**src/rtl/vec_operand_loader.sv**
```systemverilog
// Ping-pong operand loader: packs (x, k) pairs into C-lane banks and
// issues each full bank to vec_mul with a one-cycle enable strobe.
module vec_operand_loader #(
    parameter int C   = 16,
    parameter int W_X = 32,
    parameter int W_K = 32
) (
    input  logic             clk,
    input  logic             rstn,
    input  logic             s_valid,
    output logic             s_ready,
    input  logic [W_X-1:0]   s_x,
    input  logic [W_K-1:0]   s_k,
    input  logic             s_last,
    input  logic             hold,
    output logic [C*W_X-1:0] x,
    output logic [C*W_K-1:0] k,
    output logic             enable,
    output logic [15:0]      vec_count,
    output logic             busy
);

    localparam int LW = $clog2(C);

    typedef enum logic [1:0] {
        B_EMPTY   = 2'd0,
        B_FILLING = 2'd1,
        B_FULL    = 2'd2
    } bank_st_t;

    bank_st_t        st [2];
    logic [W_X-1:0]  bx [2][C];
    logic [W_K-1:0]  bk [2][C];
    logic            wr_bank;
    logic            rd_bank;
    logic [LW-1:0]   lane;
    logic [15:0]     cnt;
    logic            accept;
    logic            closing;

    assign s_ready   = (st[wr_bank] != B_FULL);
    assign accept    = s_valid && s_ready;
    assign closing   = accept && (s_last || lane == LW'(C - 1));
    assign enable    = (st[rd_bank] == B_FULL) && !hold;
    assign vec_count = cnt;
    assign busy      = (st[0] != B_EMPTY) || (st[1] != B_EMPTY);

    always_comb begin
        x = '0;
        k = '0;
        for (int i = 0; i < C; i++) begin
            x[i*W_X +: W_X] = bx[rd_bank][i];
            k[i*W_K +: W_K] = bk[rd_bank][i];
        end
    end

    always_ff @(posedge clk or negedge rstn) begin
        if (!rstn) begin
            wr_bank <= 1'b0;
            rd_bank <= 1'b0;
            lane    <= '0;
            cnt     <= '0;
            for (int b = 0; b < 2; b++) begin
                st[b] <= B_EMPTY;
                for (int i = 0; i < C; i++) begin
                    bx[b][i] <= '0;
                    bk[b][i] <= '0;
                end
            end
        end else begin
            if (enable) begin
                rd_bank <= ~rd_bank;
                cnt     <= cnt + 16'd1;
            end
            if (accept) begin
                lane <= closing ? '0 : lane + LW'(1);
                if (closing)
                    wr_bank <= ~wr_bank;
            end
            for (int b = 0; b < 2; b++) begin
                if (enable && rd_bank == 1'(b))
                    st[b] <= B_EMPTY;
                if (accept && wr_bank == 1'(b)) begin
                    st[b] <= closing ? B_FULL : B_FILLING;
                    // Lane-0 write wipes the rest so early-closed vectors pad with zero.
                    for (int i = 0; i < C; i++) begin
                        if (lane == LW'(i)) begin
                            bx[b][i] <= s_x;
                            bk[b][i] <= s_k;
                        end else if (lane == '0) begin
                            bx[b][i] <= '0;
                            bk[b][i] <= '0;
                        end
                    end
                end
            end
        end
    end

endmodule

```
**config.mk**
```make
export PLATFORM = sky130hd
export DESIGN_NAME = vec_operand_loader
export DESIGN_NICKNAME = d
export VERILOG_FILES = /design/src/rtl/vec_operand_loader.sv
export SDC_FILE = /design/constraint.sdc
export NUM_CORES = 2
export LEC_CHECK = 0
export BUFFER_PORTS_ARGS = -buffer_cell sky130_fd_sc_hd__buf_2
export CAP_MARGIN = 20
export CORE_ASPECT_RATIO = 0.5
export CORE_MARGIN = 2
export CORE_UTILIZATION = 52
export CTS_BUF_LIST = sky130_fd_sc_hd__clkbuf_4 sky130_fd_sc_hd__clkbuf_8 sky130_fd_sc_hd__clkbuf_16
export DETAILED_ROUTE_END_ITERATION = 10
export GPL_ROUTABILITY_DRIVEN = 0
export GPL_TIMING_DRIVEN = 0
export PLACE_DENSITY = 0.73
export SLEW_MARGIN = 30
export SYNTH_ARGS = -nofsm -noshare
export SYNTH_HDL_FRONTEND = slang
export SYNTH_SLANG_ARGS = --single-unit
```
**constraint.sdc**
```tcl
create_clock -name clk -period 2 [get_ports clk]
set_input_delay 0.4 -clock clk [delete_from_list [all_inputs] [get_ports clk]]
set_output_delay 0.4 -clock clk [all_outputs]
set_load 0.005 [all_outputs]
```
==> impl_metrics.toml <==
[power_and_ir_drop]
switching_power_w = 0.0516
p_total_w = 0.144
irDropWorstVdd_mv = 0.938
p_sw_share_pct = 35.8
p_clk_share_pct = 26.4
pwr-share-seq_pct = 37.5
intPower_w = 0.0926
leakage_nw = 53.4
powerDensity_mw_per_mm2 = 1360
comb_power_share_pct = 36.1

[global_routing]
gr-total-overflow = 0
grt_max_degree = 126
grt_usage_pct = 39.7
grt_first_pass_wirelength_um = 488000
antenna_found_initial = 33
grt_pass1_vias = 65900

[critical_path]
path_class = "flip-flop to flip-flop"
worst_ep_required_time_ns = 2.68
r2r-end = "bk[773]$_DFFE_PN0P_"
worst-r2r-cell-count = 5
rr_startpoint = "wr_bank$_DFFE_PN0P_"
cp-start-kind = "flip-flop"
r2r_setup_slack_ns = -1.01
crit_path_end_kind = "flip-flop"
worstPathArrival_ns = 3.69
critical_path_peak_fanout = 10

[place]
hpwl_um = 241000
portBuffers = 1111

[floorplanning]
rows = 106
start_util_pct = 52.4
fp.dieH_um = 294
dieArea_mm2 = 0.172
num_io_pins = 1112
die-width_um = 584
core_mm2 = 0.167

[cts]
clockBufferDepth = 4
cts_buffers = 185
cts_tree = "done"
cts_sinks = 2074
cts_root_buffer = "clkbuf_16"
htreeDepth = 4
path_clk_slew_ns = 0.06
clk_latency_ns = 0.84

[sta]
skew_ns = 0.0492
slew_viol_final = 0
fmax_mhz = 332
period_share_pct = 150
tightestPinTransition_ns = 1.14
fin_ws_ns = -1.01
slew_headroom_pct = 24.0
finalSetupViolCount = 3406
period_needed_ns = 3.01
fin_setup_tns_ns = -1914.11
rsz0062_at_grt = "true"
hold_viol_final = 0

[route]
via_count = 68200
final_antenna_net_count = 0
drt-wirelength-per-cell_um = 34.3
drt_iter0_markers = 7781
drcViolationCount = 0
drt-total-wl_um = 349000
drt_pass1_iterations = 8
routed_via_density = 6.69

[synth]
ys_seq_elements = 2074
synth-simple-area-share_pct = 1.86
async_flop_share_pct = 100
yosys_warnings = 0
synth_nets = 6451
avgSynthCellArea_um2 = 13.7
ys_types = 47
ys.flop_type = "dfrtp_1"
synth_edf_count = 0
synth.top_cell.area_share_pct = 59.3
synth_xor_area_share_pct = 0.160
netlist_area_mm2 = 0.0875
synthAdderAreaFrac_pct = 0.0715
ys_top_cells_by_area = "dfrtp_1 59%, a22o_1 14%, mux2_2 14%"
muxShareOfSynthArea_pct = 14.7
synth_top_family_by_area = "compound AO/OA/AOI/OAI gates"
synth-compound-area-share_pct = 20.2
seq_area_frac_synth_pct = 59.3
synth_cells = 6377
yosys.area.top_type = "dfrtp_1"

[worst_hold_path]
min_to = "bx[491]$_DFFE_PN0P_"
min_from = "s_x[11]"
holdCritPathClass = "input pin to flip-flop"
hold_path_depth = 2

[flow_run]
drv_cap = 0

[cells_and_area]
syn_to_final_growth_pct = 21.7
final_nets = 7875
drive_gt1_share_pct = 38.1

[run_status]
outcome = "finished, violations left"
violations = "setup timing"
[worst max-delay path, cell delays in order, from the launching register on]
cell and delay [ns]:
dfrtp_2 0.46, nand2b_1 0.26, nor3_1 0.69, nand2_2 0.73, clkbuf_1 0.43, a22o_1 0.26
[worst max path at each step]
stage	from	end	slack [ns]	cells after the start
after detailed placement	rstn	bk[338]$_DFFE_PN0P_	-2.45	8
after global routing	wr_bank$_DFFE_PN0P_	bk[821]$_DFFE_PN0P_	-1.00	5
after CTS	rd_bank$_DFFE_PN0N_	x[284]	-0.95	6
final	wr_bank$_DFFE_PN0P_	bk[773]$_DFFE_PN0P_	-1.01	5
after global placement	rstn	bk[336]$_DFFE_PN0P_	-45.74	1
after floorplan	rd_bank$_DFFE_PN0N_	k[0]	0.01	5
[area by class of cell]
type                    count  area [um^2]
fillers                 12500        60600
flip-flops and latches   2074        51900
clock buffers             260         5470
diodes                     32         80.1
repair buffers           1238         7980
clock inverters            66          812
well taps                2214         2770
inverters                  21         78.8
plain buffers             673         4410
multi-input cells        3608        33000
[cell usage after synthesis (3+ instances only)]
library cell,number
nand3_2,3
nor2_1,7
inv_1,21
buf_6,20
a21oi_1,5
buf_2,252
nor2_2,12
mux2_1,81
dfrtp_1,2074
nor2_4,9
nand2_2,8
buf_1,3
xnor2_1,9
and3_1,3
a22o_1,1408
o2bb2ai_1,512
o21ai_0,140
clkbuf_1,375
nand2_1,255
nand3_1,14
nor2b_1,6
nand2b_1,10
buf_4,24
xor2_1,7
ha_1,5
o22ai_1,12
o21a_1,4
nor3_1,8
mux2_2,1065
[cell families after synthesis]
kind of cell    count (synthesis)
compound gates               2090
flops                        2074
mux                          1146
buf+inv                       695
simple gates                  351
xor+xnor                       16
fa+ha+maj                       5
[through the flow]
stage | area [um^2] | utilization [%] | hold WS (ns) | setup WS, ns | std cells
6_report | 106000 | 63.7 | 0.0401 | -1.01 | 10200
5_1_grt | 106000 | 63.7 | 0.0301 | -1.00 | 10200
4_1_cts | 106000 | 63.2 | 0.0133 | -0.951 | 10100
3_5_place_dp | 96600 | 57.8 | 0.230 | -2.45 | 9725
3_3_place_gp | 95800 | 57.4 | 0.455 | -45.74 | 9702
2_1_floorplan | 87500 | - | 0.104 | 0.0140 | 6377
[sequential cells by signal (all words and copies together) (netlist names)]
signal / flops
bk: 1024
bx: 1024
lane: 4
rd_bank: 1
st: 4
vec_count: 16
wr_bank: 1
[repair_timing]
item	in CTS	in global routing
endpoints found under the setup margin	3661	3727
hold buffers	70	1
buffers inserted	3	16
endpoints found under the hold margin	369	21
pin swaps	1	9
gates resized for setup	400	190
gates cloned	13	1
[metal layers]
metal	GRT usage [%]	share of wire (%)	vias to the layer above
met5	1.74	0.10	-
met4	31.7	9.8	30
met3	10.8	10	1210
met2	55.8	42	4357
met1	51.7	38	35500
li1	-	-	27100
[cells in the final DEF (no fill, tap or decap), types with 37 or more instances in the layout]
master | Yosys | final
clkbuf_4 | 0 | 55
o21ai_0 | 140 | 140
clkbuf_8 | 0 | 58
mux2_4 | 0 | 72
buf_4 | 24 | 37
buf_12 | 0 | 45
dlygate4sd3_1 | 0 | 60
clkbuf_16 | 0 | 203
buf_2 | 252 | 1251
a22o_1 | 1408 | 1408
clkbuf_1 | 375 | 296
dfrtp_1 | 2074 | 2071
mux2_1 | 81 | 81
nand2_1 | 255 | 232
o2bb2ai_1 | 512 | 512
buf_6 | 20 | 103
mux2_2 | 1065 | 993
[power groups by stage]
| stage | logic [W] | clock network, W | registers (W) |
|---|---|---|---|
| 2_1_floorplan | 0.0251 | 0 | 0.0531 |
| 3_3_place_gp | 0.0439 | 0 | 0.0545 |
| 3_5_place_dp | 0.0451 | 0 | 0.0544 |
| 4_1_cts | 0.0494 | 0.0380 | 0.0539 |
| 5_1_grt | 0.0534 | 0.0397 | 0.0549 |
| 6_report | 0.0520 | 0.0381 | 0.0541 |
Note: power is estimated with default switching activity, not from simulation.
